--- src/rtl/servo_pkg.sv ---
// Shared constants, FSM encoding and helpers for the servo feedback scheduler.
package servo_pkg;

  localparam int NUM_CH_DEF  = 4;
  localparam int CNT_W_DEF   = 32;
  localparam int TIMEOUT_DEF = 500000;
  localparam int SYNC_DEF    = 2;

  localparam logic [2:0] ST_IDLE      = 3'd0;
  localparam logic [2:0] ST_SELECT    = 3'd1;
  localparam logic [2:0] ST_WAIT_LOW  = 3'd2;
  localparam logic [2:0] ST_WAIT_RISE = 3'd3;
  localparam logic [2:0] ST_MEASURE   = 3'd4;
  localparam logic [2:0] ST_REPORT    = 3'd5;

  typedef enum logic [2:0] {
    IDLE      = ST_IDLE,
    SELECT    = ST_SELECT,
    WAIT_LOW  = ST_WAIT_LOW,
    WAIT_RISE = ST_WAIT_RISE,
    MEASURE   = ST_MEASURE,
    REPORT    = ST_REPORT
  } state_e;

  function automatic int clog2(input int v);
    int r;
    r = 0;
    while ((1 << r) < v) r++;
    return r;
  endfunction

endpackage

--- src/rtl/servo_pulse_capture.sv ---
// Synchronizer chain and edge detector for one servo feedback line.
module servo_pulse_capture #(
  parameter int SYNC_STAGES = 2
) (
  input  logic clk_i,
  input  logic rst_i,
  input  logic pin_i,
  output logic rise_o,
  output logic fall_o,
  output logic level_o
);

  logic [SYNC_STAGES-1:0] sync_q;
  logic                   prev_q;

  always_ff @(posedge clk_i or posedge rst_i) begin
    if (rst_i) begin
      sync_q <= '0;
      prev_q <= 1'b0;
    end else begin
      sync_q <= {sync_q[SYNC_STAGES-2:0], pin_i};
      prev_q <= sync_q[SYNC_STAGES-1];
    end
  end

  assign level_o = sync_q[SYNC_STAGES-1];
  assign rise_o  = level_o & ~prev_q;
  assign fall_o  = ~level_o & prev_q;

endmodule

--- src/rtl/servo_feedback_scheduler.sv ---
// Round-robin pulse-width capture shared across NUM_CH servo feedback lines.
module servo_feedback_scheduler
  import servo_pkg::*;
#(
  parameter int NUM_CH      = NUM_CH_DEF,
  parameter int CNT_W       = CNT_W_DEF,
  parameter int TIMEOUT_CYC = TIMEOUT_DEF,
  parameter int SYNC_STAGES = SYNC_DEF,
  localparam int CH_W       = clog2(NUM_CH)
) (
  input  logic                    clock_clk,
  input  logic                    reset_high,
  input  logic                    enable,
  input  logic [NUM_CH-1:0]       ch_mask,
  input  logic [NUM_CH-1:0]       pwm_response,
  output logic                    angle_valid,
  output logic [CH_W-1:0]         angle_ch,
  output logic [CNT_W-1:0]        angle_data,
  output logic                    timeout_flag,
  output logic [NUM_CH*CNT_W-1:0] angle_flat,
  output logic                    busy
);

  localparam int DW   = clog2(TIMEOUT_CYC);
  localparam int TLIM = TIMEOUT_CYC - 1;
  localparam int LAST = NUM_CH - 1;

  state_e            state_q, state_d;
  logic [CH_W-1:0]   rr_q, rr_d;
  logic [CH_W-1:0]   cur_q, cur_d;
  logic [CH_W-1:0]   ch_q, ch_d;
  logic [CNT_W-1:0]  cnt_q, cnt_d;
  logic [CNT_W-1:0]  data_q, data_d;
  logic [DW-1:0]     dwell_q, dwell_d;
  logic              valid_q, valid_d;
  logic              to_q, to_d;
  logic [CNT_W-1:0]  flat_q [NUM_CH];
  logic              flat_we;

  logic [NUM_CH-1:0] rise_v, fall_v, level_v;
  logic              rise, fall, level;
  logic              hit, go_on;
  logic [CH_W-1:0]   nxt_rr, pick;

  logic [2*NUM_CH-1:0] rot;
  logic [CH_W-1:0]     off;
  logic [CH_W:0]       sum;

  for (genvar g = 0; g < NUM_CH; g++) begin : g_cap
    servo_pulse_capture #(
      .SYNC_STAGES(SYNC_STAGES)
    ) u_cap (
      .clk_i  (clock_clk),
      .rst_i  (reset_high),
      .pin_i  (pwm_response[g]),
      .rise_o (rise_v[g]),
      .fall_o (fall_v[g]),
      .level_o(level_v[g])
    );
    assign angle_flat[g*CNT_W +: CNT_W] = flat_q[g];
  end

  assign rise   = rise_v[cur_q];
  assign fall   = fall_v[cur_q];
  assign level  = level_v[cur_q];
  assign hit    = (dwell_q == TLIM[DW-1:0]);
  assign go_on  = enable && (|ch_mask);
  assign nxt_rr = (cur_q == LAST[CH_W-1:0]) ? '0 : cur_q + 1'b1;

  // Rotate the mask so the search starts at rr_q, then map the offset back.
  always_comb begin
    rot = {ch_mask, ch_mask} >> rr_q;
    off = '0;
    for (int i = NUM_CH - 1; i >= 0; i--) begin
      if (rot[i]) off = i[CH_W-1:0];
    end
    sum = {1'b0, rr_q} + {1'b0, off};
    if (sum >= NUM_CH[CH_W:0]) sum = sum - NUM_CH[CH_W:0];
    pick = sum[CH_W-1:0];
  end

  always_comb begin
    state_d = state_q;
    rr_d    = rr_q;
    cur_d   = cur_q;
    cnt_d   = cnt_q;
    dwell_d = dwell_q;
    valid_d = 1'b0;
    to_d    = 1'b0;
    data_d  = data_q;
    ch_d    = ch_q;
    flat_we = 1'b0;
    if (!enable) begin
      state_d = IDLE;
    end else begin
      unique case (state_q)
        IDLE: begin
          if (|ch_mask) state_d = SELECT;
        end
        SELECT: begin
          if (|ch_mask) begin
            cur_d   = pick;
            cnt_d   = '0;
            dwell_d = '0;
            state_d = WAIT_LOW;
          end else begin
            state_d = IDLE;
          end
        end
        WAIT_LOW, WAIT_RISE, MEASURE: begin
          dwell_d = dwell_q + 1'b1;
          // A falling edge on the last dwell cycle still counts as a result.
          if (state_q == MEASURE && fall) begin
            state_d = REPORT;
          end else if (hit) begin
            valid_d = 1'b1;
            to_d    = 1'b1;
            data_d  = '0;
            ch_d    = cur_q;
            rr_d    = nxt_rr;
            state_d = go_on ? SELECT : IDLE;
          end else if (state_q == WAIT_LOW) begin
            if (!level) state_d = WAIT_RISE;
          end else if (state_q == WAIT_RISE) begin
            if (rise) begin
              cnt_d   = {{(CNT_W-1){1'b0}}, 1'b1};
              state_d = MEASURE;
            end
          end else if (level && (cnt_q != '1)) begin
            cnt_d = cnt_q + 1'b1;
          end
        end
        REPORT: begin
          valid_d = 1'b1;
          data_d  = cnt_q;
          ch_d    = cur_q;
          rr_d    = nxt_rr;
          flat_we = 1'b1;
          state_d = go_on ? SELECT : IDLE;
        end
        default: state_d = IDLE;
      endcase
    end
  end

  always_ff @(posedge clock_clk or posedge reset_high) begin
    if (reset_high) begin
      state_q <= IDLE;
      rr_q    <= '0;
      cur_q   <= '0;
      ch_q    <= '0;
      cnt_q   <= '0;
      data_q  <= '0;
      dwell_q <= '0;
      valid_q <= 1'b0;
      to_q    <= 1'b0;
      for (int i = 0; i < NUM_CH; i++) flat_q[i] <= '0;
    end else begin
      state_q <= state_d;
      rr_q    <= rr_d;
      cur_q   <= cur_d;
      ch_q    <= ch_d;
      cnt_q   <= cnt_d;
      data_q  <= data_d;
      dwell_q <= dwell_d;
      valid_q <= valid_d;
      to_q    <= to_d;
      if (flat_we) flat_q[cur_q] <= cnt_q;
    end
  end

  assign angle_valid  = valid_q;
  assign timeout_flag = to_q;
  assign angle_data   = data_q;
  assign angle_ch     = ch_q;
  assign busy         = (state_q != IDLE);

endmodule
--- config.mk ---
export PLATFORM = sky130hd
export DESIGN_NAME = servo_feedback_scheduler
export DESIGN_NICKNAME = d
export VERILOG_FILES = /design/src/rtl/servo_pkg.sv /design/src/rtl/servo_pulse_capture.sv /design/src/rtl/servo_feedback_scheduler.sv
export SDC_FILE = /design/constraint.sdc
export NUM_CORES = 1
export LEC_CHECK = 0
export CAP_MARGIN = 20
export CORE_MARGIN = 10
export CORE_UTILIZATION = 55
export CTS_BUF_LIST = sky130_fd_sc_hd__clkbuf_8
export CTS_CLUSTER_SIZE = 12
export DETAILED_ROUTE_END_ITERATION = 10
export MAX_ROUTING_LAYER = met4
export PLACE_DENSITY = 0.92
export REMOVE_ABC_BUFFERS = 1
export SYNTH_ARGS = -nofsm -noshare
export SYNTH_HDL_FRONTEND = slang
export SYNTH_SLANG_ARGS = --single-unit
--- constraint.sdc ---
create_clock -name clock_clk -period 8.26 [get_ports clock_clk]
set_input_delay 1.239 -clock clock_clk [delete_from_list [all_inputs] [get_ports clock_clk]]
set_output_delay 1.239 -clock clock_clk [all_outputs]
set_load 0.03 [all_outputs]
==> metrics, run 1 <==
cell area after synthesis=0.0103 sq mm; wire length of the first global-routing pass=between 40000 and 50000 microns; ant diodes=0; proportion of layout cells with a drive suffix above 1=18.7%; number of distinct standard cells referenced by the synthesized netlist=62; end-of-flow core utilization=between 70% and 80%; final hold slack=345 ps; residual DRC count=0; post-DR vias/cell=approximately 6.0; Lkg Pwr=5.80 nW; share of the synthesized area in the top cell type=57.0%; cell types with the largest area share after synthesis=dfrtp_1 57%, mux2_2 14%, nand2_1 3.9%; post-placement cell area=0.0121 sq mm; final sum of negative setup slack=0 ps; via count of the first global-routing pass=a little over 8000; number of iterations in the first detailed-routing pass=5; share of flip-flops with an asynchronous set or reset after synthesis=100%; post-synthesis average cell area=11.4 sq um; half-perimeter wire length after detailed placement=17700 microns; final instance count without filler cells=1302; placed cell count=1234; max-slew headroom at the worst pin=30.0%; Worst Path Required=around 8700 ps; setup fix buffers added after clock tree synthesis=0; clock latency of the later-clocked register in the worst-skew pair=530 ps; worst clock skew=14.8 ps; clock transition at the registers of the reported paths=60 ps; hold buffer count at CTS=0; Die ar.=0.0246 sq mm; highest ir drop seen on vdd=between 0.15 and 0.2 mV; Initial Utilization=56.7%; number of buffers between clock root and the deepest sink=3; period utilization=47.5%; register bit count reported by yosys=234; Total GRT Usage=22.2%; number of endpoints failing setup at the final stage=0; synthesis-to-finish area growth=25.1%; sequential share of the synthesized area=57.0%; IO Pins=176; element type at the critical path end=register; count of clock tree sinks=around 230; signal arrival time at the worst endpoint=4330 ps; floorplan die width=157 microns; area of the multi-input gates=0.00407 sq mm; total via count after detailed routing=7858; status=finished, final reports clean; number of gates resized after CTS=0; Hold Path Class=reg2reg; routed len/inst=20.8 microns; pre-CTS setup slack=3780 ps; number of placement rows=49; final net count=1067; leading register cell type out of synthesis=dfrtp_1; Crit Path Max Fanout=35; largest net degree at the start of global routing=159; number of violations of the max-capacitance limit=0; number of enable-type register cells in the synthesized netlist=0; Port-buffer cells=175; number of fill cells in the layout=1224; path type of the worst setup path=in2reg; TritonCTS clock tree=yes; Hold Violations, Final=0; maximum clock rate=~0.26 GHz; Slew Viols, Final=0; cell type with the highest aggregate area in the netlist=dfrtp_1; TritonCTS Buffers=39; grt ovf=0; overall power after layout=roughly 2.9 mW; Core Box Area=between 0.015 and 0.02 sq mm; violation count after the first detailed-routing iteration=474; power density over the cells=about 220 mW/mm^2; maximum level of the CTS H-tree=2; setup ws final=4340 ps; Critical Path Source Type=input port; setup repair after global routing missed its margin=no; library cell used as clock root buffer=clkbuf_8; sequential cell area=0.00586 sq mm; yosys synthesis warning count=0; post-route minimum period=3920 ps; drt total wl=27100 microns; placer's final routability congestion estimate=about 0.91; Post-Layout Inst Area=about 0.013 sq mm; pin slew with the least headroom to its limit=1050 ps; Syn Inst Count=898; initial antenna violation count=0; list of most frequent post-synthesis cells=234 x dfrtp_1, 124 x mux2_2, 107 x nand2_1; number of nets with antenna violations after detailed routing=0; die height=between 150 and 200 microns; leading cell type by number of instances after synthesis=dfrtp_1
[registers in the layout, indices dropped and copies added (netlist names), 2 cells and up]
| register | flops |
|---|---|
| dwell_q | 19 |
| angle_ch | 2 |
| g_cap.u_cap.prev_q | 4 |
| rr_q | 2 |
| angle_flat | 128 |
| state_q | 3 |
| angle_data | 32 |
| cur_q | 2 |
| g_cap.u_cap.sync_q | 8 |
| cnt_q | 32 |
[path summary, 6_finish.rpt]
path                            slack, ps                      from                  endpoint  cells past startpoint
worst min-delay path                  340  g_cap[2].u_cap.sync_q[0]  g_cap[2].u_cap.sync_q[1]                      0
worst max-delay path                 4340                    enable            angle_flat[71]                      5
min in group asynchronous            1140                reset_high            angle_flat[43]                      2
worst max register to register       5000                state_q[0]            angle_flat[71]                      4
worst min register to register        340  g_cap[2].u_cap.sync_q[0]  g_cap[2].u_cap.sync_q[1]                      0
max in group asynchronous            5740                reset_high               dwell_q[16]                      3
[final cells by class]
| cell class | count | area share, % |
|---|---|---|
| inverters | 17 | 0.555 |
| repair buffers | 182 | 14.4 |
| clock buffers | 45 | 4.82 |
| clock inverters | 20 | 0.837 |
| flip-flops and latches | 234 | 45.5 |
| multi-input cells | 575 | 31.6 |
| well taps | 229 | 2.23 |
[metal layers]
layer,up-vias,part of all wire (%),GRT usage (%)
met5,-,0,-
met4,0,2.4,8.04
met3,53,9.4,7.29
met2,358,49,35.6
met1,3938,39,25.7
li1,3509,-,-
[logic make-up after synthesis]
kind of cell	Yosys count	synth area share [%]
multiplexers	125	13.8
XOR/XNOR	12	1.02
adder cells (fa/ha/maj)	7	0.852
AND/OR/NAND/NOR	256	12.3
AO/OA/AOI/OAI	175	11.2
buffers and inverters	89	3.83
flip-flops	234	57.0
[layout by cell type (no fill, tap or decap), types with 24 or more instances in the layout]
master           instances
clkbuf_8                45
mux2_2                 124
nand3_1                 24
inv_1                   32
dfrtp_1                234
nand2_1                103
o31ai_1                 50
clkdlybuf4s50_1        175
nor2_1                  36
o21ai_0                 55
[power breakdown]
| part | internal (mW) | switching [mW] |
|---|---|---|
| logic | 0.223 | 0.408 |
| clock network | 0.523 | 0.442 |
| registers | 1.20 | 0.0883 |
[worst max-delay path, stage by stage]
cell,delay [ps]
clkdlybuf4s50_1,740
nand2_1,180
nor2_4,760
nand2_2,840
mux2_2,540
No activity file was read; power rests on OpenSTA's default activity.
==> run 2: changes to the inputs <==
--- a/config.mk
+++ b/config.mk
@@ -7,12 +7,12 @@
 export LEC_CHECK = 0
 export CAP_MARGIN = 20
 export CORE_MARGIN = 10
-export CORE_UTILIZATION = 55
+export CORE_UTILIZATION = 50
 export CTS_BUF_LIST = sky130_fd_sc_hd__clkbuf_8
 export CTS_CLUSTER_SIZE = 12
 export DETAILED_ROUTE_END_ITERATION = 10
 export MAX_ROUTING_LAYER = met4
-export PLACE_DENSITY = 0.92
+export PLACE_DENSITY = 0.89
 export REMOVE_ABC_BUFFERS = 1
 export SYNTH_ARGS = -nofsm -noshare
 export SYNTH_HDL_FRONTEND = slang
==> constraint.sdc (replaced) <==
create_clock -name clock_clk -period 3.4 [get_ports clock_clk]
set_input_delay 0.51 -clock clock_clk [delete_from_list [all_inputs] [get_ports clock_clk]]
set_output_delay 0.51 -clock clock_clk [all_outputs]
set_load 0.03 [all_outputs]
==> run 2 against run 1 <==
Net effect: final area rose by 2.8%; clock skew rose by 18 ps; critical path depth is 3 higher; sequential share of layout area shrank 1.2 points; largest cell class unchanged.
==> metrics, run 2 (synthesized netlist as in run 1, its figures left out) <==
floorplan die width=163 microns (+4.3%); number of nets with antenna violations after detailed routing=0 (unchanged); clock transition at the registers of the reported paths=70 ps (about the same); routed len/inst=19.7 microns (-5.1%); Crit Path Max Fanout=25 (-29%); signal arrival time at the worst endpoint=3280 ps (-1050 ps); residual DRC count=0 (unchanged); library cell used as clock root buffer=clkbuf_8; number of cells on the worst hold path=0 (unchanged); largest net degree at the start of global routing=90 (-43%); clock network fraction of total power=37.3% (+3.8 points); IO Pins=176 (unchanged); grt ovf=0 (unchanged); status=finished, final reports clean; element type at the critical path end=register; half-perimeter wire length after detailed placement=18400 microns (+4.3%); Net Sw Power=2.33 mW (+150%); number of violations of the max-capacitance limit=0 (unchanged); Int Pwr=5.12 mW (+160%); wire length of the first global-routing pass=43200 microns (+0.45%); number of iterations in the first detailed-routing pass=5 (unchanged); die height=163 microns (+4.3%); Worst Path Required=3830 ps (-4840 ps); maximum level of the CTS H-tree=2 (unchanged); hold buffer count at CTS=0 (unchanged); number of gates resized after CTS=0 (unchanged); Initial Utilization=50.8% (-5.8 points); TritonCTS clock tree=yes; Logic pwr share=20.9% (-1.0 points); most used cells in the layout excluding fill and tap cells=234 x dfrtp_1, 175 x clkdlybuf4s50_1, 124 x mux2_2; initial antenna violation count=0 (unchanged); TritonCTS Buffers=39 (unchanged); total via count after detailed routing=7708 (-1.9%); register share of total power=41.8% (-2.9 points); end-of-flow core utilization=65.3% (-5.5 points); count of clock tree sinks=234 (unchanged); ant diodes=0 (unchanged); worst clock skew=32.5 ps (+17.7 ps); Largest register FFs=128 (unchanged); setup fix buffers added after clock tree synthesis=0 (unchanged); most common library cell in the layout ignoring fill and taps=dfrtp_1; number of endpoints failing setup at the final stage=0 (unchanged); post-route minimum period=between 2000 and 3000 ps; final sum of negative setup slack=0 ps (unchanged); max-slew headroom at the worst pin=41.9% (+12 points); path type of the worst setup path=reg2reg; Hold Path Class=reg2reg; number of placement rows=52 (+6.1%); Die ar.=0.0267 sq mm (+8.7%); violation count after the first detailed-routing iteration=456 (-3.8%); final net count=1085 (+1.7%); proportion of layout cells with a drive suffix above 1=21.2% (+2.5 points); number of buffers between clock root and the deepest sink=3 (unchanged); power density over the cells=563 mW/mm^2 (+150%); highest ir drop seen on vdd=0.431 mV (+120%); final hold slack=348 ps (+3.29 ps); synthesis-to-finish area growth=28.6%; period utilization=83.8%; Total GRT Usage=20.5% (-1.7 points); pin slew with the least headroom to its limit=872 ps (-175 ps); switching power as a share of total power=31.3% (-1.3 points); overall power after layout=7.44 mW (+160%); Port-buffer cells=175 (unchanged); Core Box Area=0.0202 sq mm (+12%); Hold Violations, Final=0 (unchanged); number of cells on the worst reg-to-reg path=8 (+4); drt total wl=26900 microns (-0.52%); maximum clock rate=0.351 GHz; Slew Viols, Final=0 (unchanged); placer's final routability congestion estimate=0.893 (-1.4%); clock latency of the later-clocked register in the worst-skew pair=540 ps (about the same); Critical Path Source Type=register; Lkg Pwr=5.94 nW (+2.5%); post-DR vias/cell=5.65 (-6.4%); setup repair after global routing missed its margin=no; via count of the first global-routing pass=7922 (-2.4%)
## run 2: routing by layer
layer  vias up  track usage, %  share of wire, %
li1       3547               -                 -
met1      3848            24.9                41
met2       262            33.2                49
met3        51            5.51               7.6
met4         0            5.45               2.1
met5         -               -                 0
## run 2: final cells by class
cell class                      count  area, sq um
Clock buffer                       50          688
Clock inverter                     19          196
Fill cell                        1493         7020
Inverter                           17         71.3
Multi-Input combinational cell    575         4070
Sequential cell                   234         5860
Tap cell                          270          338
Timing Repair Buffer              200         2000
## run 2: worst paths after layout
path | startpoint | slack (ps) | endpoint
max reg2reg | cnt_q[0] | 550 | cnt_q[25]
max | cnt_q[0] | 550 | cnt_q[25]
max in group asynchronous | reset_high | 2160 | angle_flat[105]
min in group asynchronous | reset_high | 470 | cnt_q[2]
min | g_cap[1].u_cap.sync_q[0] | 350 | g_cap[1].u_cap.sync_q[1]
min reg2reg | g_cap[1].u_cap.sync_q[0] | 350 | g_cap[1].u_cap.sync_q[1]
## run 2: critical path, stage by stage (launching register included)
cell and delay, ps:
dfrtp_1 540, ha_1 260, nand3_1 200, nor4_2 360
a31oi_1 230, a211oi_4 520, buf_4 380, o31ai_1 130
o31ai_1 100
## run 2: stage by stage
stage,cells,worst slack (ps),instance area [sq um]
after floorplan,826,-3530,9950
after global placement,1296,563,12300
after detailed placement,1296,458,12300
after CTS,1365,565,13200
after global routing,1365,361,13200
final,1365,552,13200
## run 2: power groups by stage
stage	logic (mW)	clock network [mW]	registers (mW)
3_5_place_dp	1.55	0	3.15
4_1_cts	1.56	2.84	3.10
6_report	1.56	2.78	3.11
2_1_floorplan	0.863	0	3.24
3_3_place_gp	1.50	0	3.14
5_1_grt	1.68	2.97	3.13
==> run 3: changes to the inputs <==
==> constraint.sdc (replaced) <==
create_clock -name clock_clk -period 2.3 [get_ports clock_clk]
set_input_delay 0.345 -clock clock_clk [delete_from_list [all_inputs] [get_ports clock_clk]]
set_output_delay 0.345 -clock clock_clk [all_outputs]
set_load 0.03 [all_outputs]
==> run 3 against run 2 <==
Net effect: the run now ends with setup timing left; highest routed layer unchanged; utilization grew 4.2 points; wire length is 9.6% higher; sequential cell count is the same; setup slack worse by 690 ps; final area up 6.4%; largest cell class unchanged.
==> metrics, run 3 (synthesized netlist as in run 1, its figures left out) <==
violation count after the first detailed-routing iteration=612 (+34%); final net count=1180 (+8.8%); number of fill cells in the layout=1328 (-11%); Logic pwr share=29.2% (+8.3 points); number of buffers between clock root and the deepest sink=3 (unchanged); reg-to-reg setup timing slack=-140 ps (-690 ps); setup repair after global routing missed its margin=yes; grt ovf=0 (unchanged); TritonCTS Buffers=38 (-2.6%); register share of total power=40.0% (-1.8 points); path type of the worst setup path=reg2reg; setup ws final=-141 ps (-694 ps); number of placement rows=52 (unchanged); residual DRC count=0 (unchanged); via count of the first global-routing pass=8715 (+10%); Worst R2R Start=cur_q[0]; IO Pins=176 (unchanged); clock transition at the registers of the reported paths=60 ps (about the same); Initial Utilization=50.8% (unchanged); ant diodes=0 (unchanged); highest ir drop seen on vdd=0.647 mV (+50%); hold path start=pwm_response[3]; Crit Path Max Fanout=22 (-12%); post-route minimum period=2440 ps (-406 ps); number of endpoints failing setup at the final stage=32 (+32); status=complete, but fails checks; final hold slack=251 ps (-97.4 ps); power density over the cells=797 mW/mm^2 (+42%); Net Sw Power=3.81 mW (+64%); TritonCTS clock tree=yes; number of iterations in the first detailed-routing pass=5 (unchanged); number of violations of the max-capacitance limit=0 (unchanged); violated checks=setup timing; number of nets with antenna violations after detailed routing=0 (unchanged); initial antenna violation count=0 (unchanged); pin slew with the least headroom to its limit=719 ps (-153 ps); floorplan die width=163 microns (unchanged); synthesis-to-finish area growth=36.8%; count of clock tree sinks=234 (unchanged); Total GRT Usage=22.1% (+1.6 points); total via count after detailed routing=8414 (+9.2%); wire length of the first global-routing pass=46500 microns (+7.5%); Worst Path Required=2680 ps (-1150 ps); Critical Path Source Type=register; Int Pwr=7.40 mW (+45%); maximum clock rate=0.410 GHz (+17%); number of cells on the worst reg-to-reg path=7 (-1); die height=163 microns (unchanged); Die ar.=0.0267 sq mm (unchanged); capture instance of the worst register-to-register path=cnt_q[21]; Hold Violations, Final=0 (unchanged); most used cells in the layout excluding fill and tap cells=234 x dfrtp_1, 174 x clkdlybuf4s50_1, 120 x mux2_2; Core Box Area=0.0202 sq mm (unchanged); worst clock skew=34.6 ps (+2.07 ps); Slew Viols, Final=0 (unchanged); library cell used as clock root buffer=clkbuf_8; half-perimeter wire length after detailed placement=20100 microns (+8.9%); maximum level of the CTS H-tree=2 (unchanged); proportion of layout cells with a drive suffix above 1=29.5% (+8.3 points); number of cells on the worst hold path=1 (+1); Hold Path Class=in2reg; placer's final routability congestion estimate=0.886 (-0.80%); max-slew headroom at the worst pin=52.1% (+10 points); most common library cell in the layout ignoring fill and taps=dfrtp_1; Port-buffer cells=175 (unchanged); period utilization=106% (+22 points); drt total wl=29500 microns (+9.6%); Hold Path End=g_cap[3].u_cap.sync_q[0]; routed len/inst=20.3 microns (+2.7%); sequential cell area=0.00586 sq mm (unchanged); signal arrival time at the worst endpoint=2820 ps (-460 ps); largest net degree at the start of global routing=65 (-28%); end-of-flow core utilization=69.5% (+4.2 points); Lkg Pwr=6.44 nW (+8.4%); clock network fraction of total power=30.9% (-6.4 points); hold buffer count at CTS=0 (unchanged); switching power as a share of total power=34.0% (+2.7 points); element type at the critical path end=register; Largest register FFs=128 (unchanged); area of the multi-input gates=0.00428 sq mm (+5.3%); clock latency of the later-clocked register in the worst-skew pair=540 ps (about the same); post-DR vias/cell=5.77 (+2.3%)
[run 3: cell types whose count changed in the layout (fill, tap and decap cells not counted), moves of 5 or more]
cell	previous run	this run
buf_12	5	10
buf_4	20	106
buf_6	0	5
clkbuf_8	50	43
inv_1	23	28
o31ai_1	50	30
o31ai_2	0	17
[run 3: power groups by stage]
stage / sequential, mW / clock, mW / combinational, mW
4_1_cts: 4.47 / 3.53 / 3.05
3_5_place_dp: 4.54 / 0 / 2.86
2_1_floorplan: 4.78 / 0 / 1.28
6_report: 4.48 / 3.46 / 3.27
5_1_grt: 4.50 / 3.73 / 3.47
3_3_place_gp: 4.52 / 0 / 2.74
[run 3: layer usage]
layer  GRT usage, %  share of wire [%]  vias up
li1               -                  -     3730
met3           5.26                7.9       71
met5              -                  0        -
met1           25.9                 39     4234
met4           6.27                2.5        0
met2           37.4                 50      379
[run 3: worst max path at each step]
stage,depth (start not counted),to,start
3_3_place_gp,7,cnt_q[25],ch_mask[3]
5_1_grt,7,cnt_q[8],cur_q[0]
3_5_place_dp,7,cnt_q[9],ch_mask[3]
2_1_floorplan,1,angle_ch[0],reset_high
6_report,7,cnt_q[21],cur_q[0]
4_1_cts,7,cnt_q[21],cur_q[0]
[run 3: per-stage QoR]
step,worst slack (ps),instance area [sq um],TNS [ps],std cells,total power [mW]
floorplan,-4460,9950,-1230130,826,6.06
global placement,-172,13100,-6200,1386,7.26
detailed placement,-341,13100,-9520,1386,7.40
CTS,-120,13900,-2160,1455,11.1
global route,-225,14100,-5420,1457,11.7
finish,-141,14100,-2810,1457,11.2
[run 3: what timing repair did]
item / CTS / global route
endpoints found under the setup margin: 37 / 45
gates resized for setup: 25 / 23
pin swaps: 2 / 3
setup buffers: 4 / 2
[run 3: critical path: stages (launching register included)]
cell and delay (ps):
dfrtp_1 400, nor2b_4 130, a221o_1 390, a31o_4 240, or4b_4 550, buf_12 200
o31ai_2 270, o31ai_2 100
[run 3: area by class of cell]
| cell class | count | area share, % |
|---|---|---|
| Sequential cell | 234 | 41.6 |
| Multi-Input combinational cell | 575 | 30.4 |
| Timing Repair Buffer | 296 | 19.9 |
| Clock buffer | 43 | 4.21 |
| Tap cell | 270 | 2.40 |
| Clock inverter | 22 | 0.863 |
| Inverter | 17 | 0.507 |
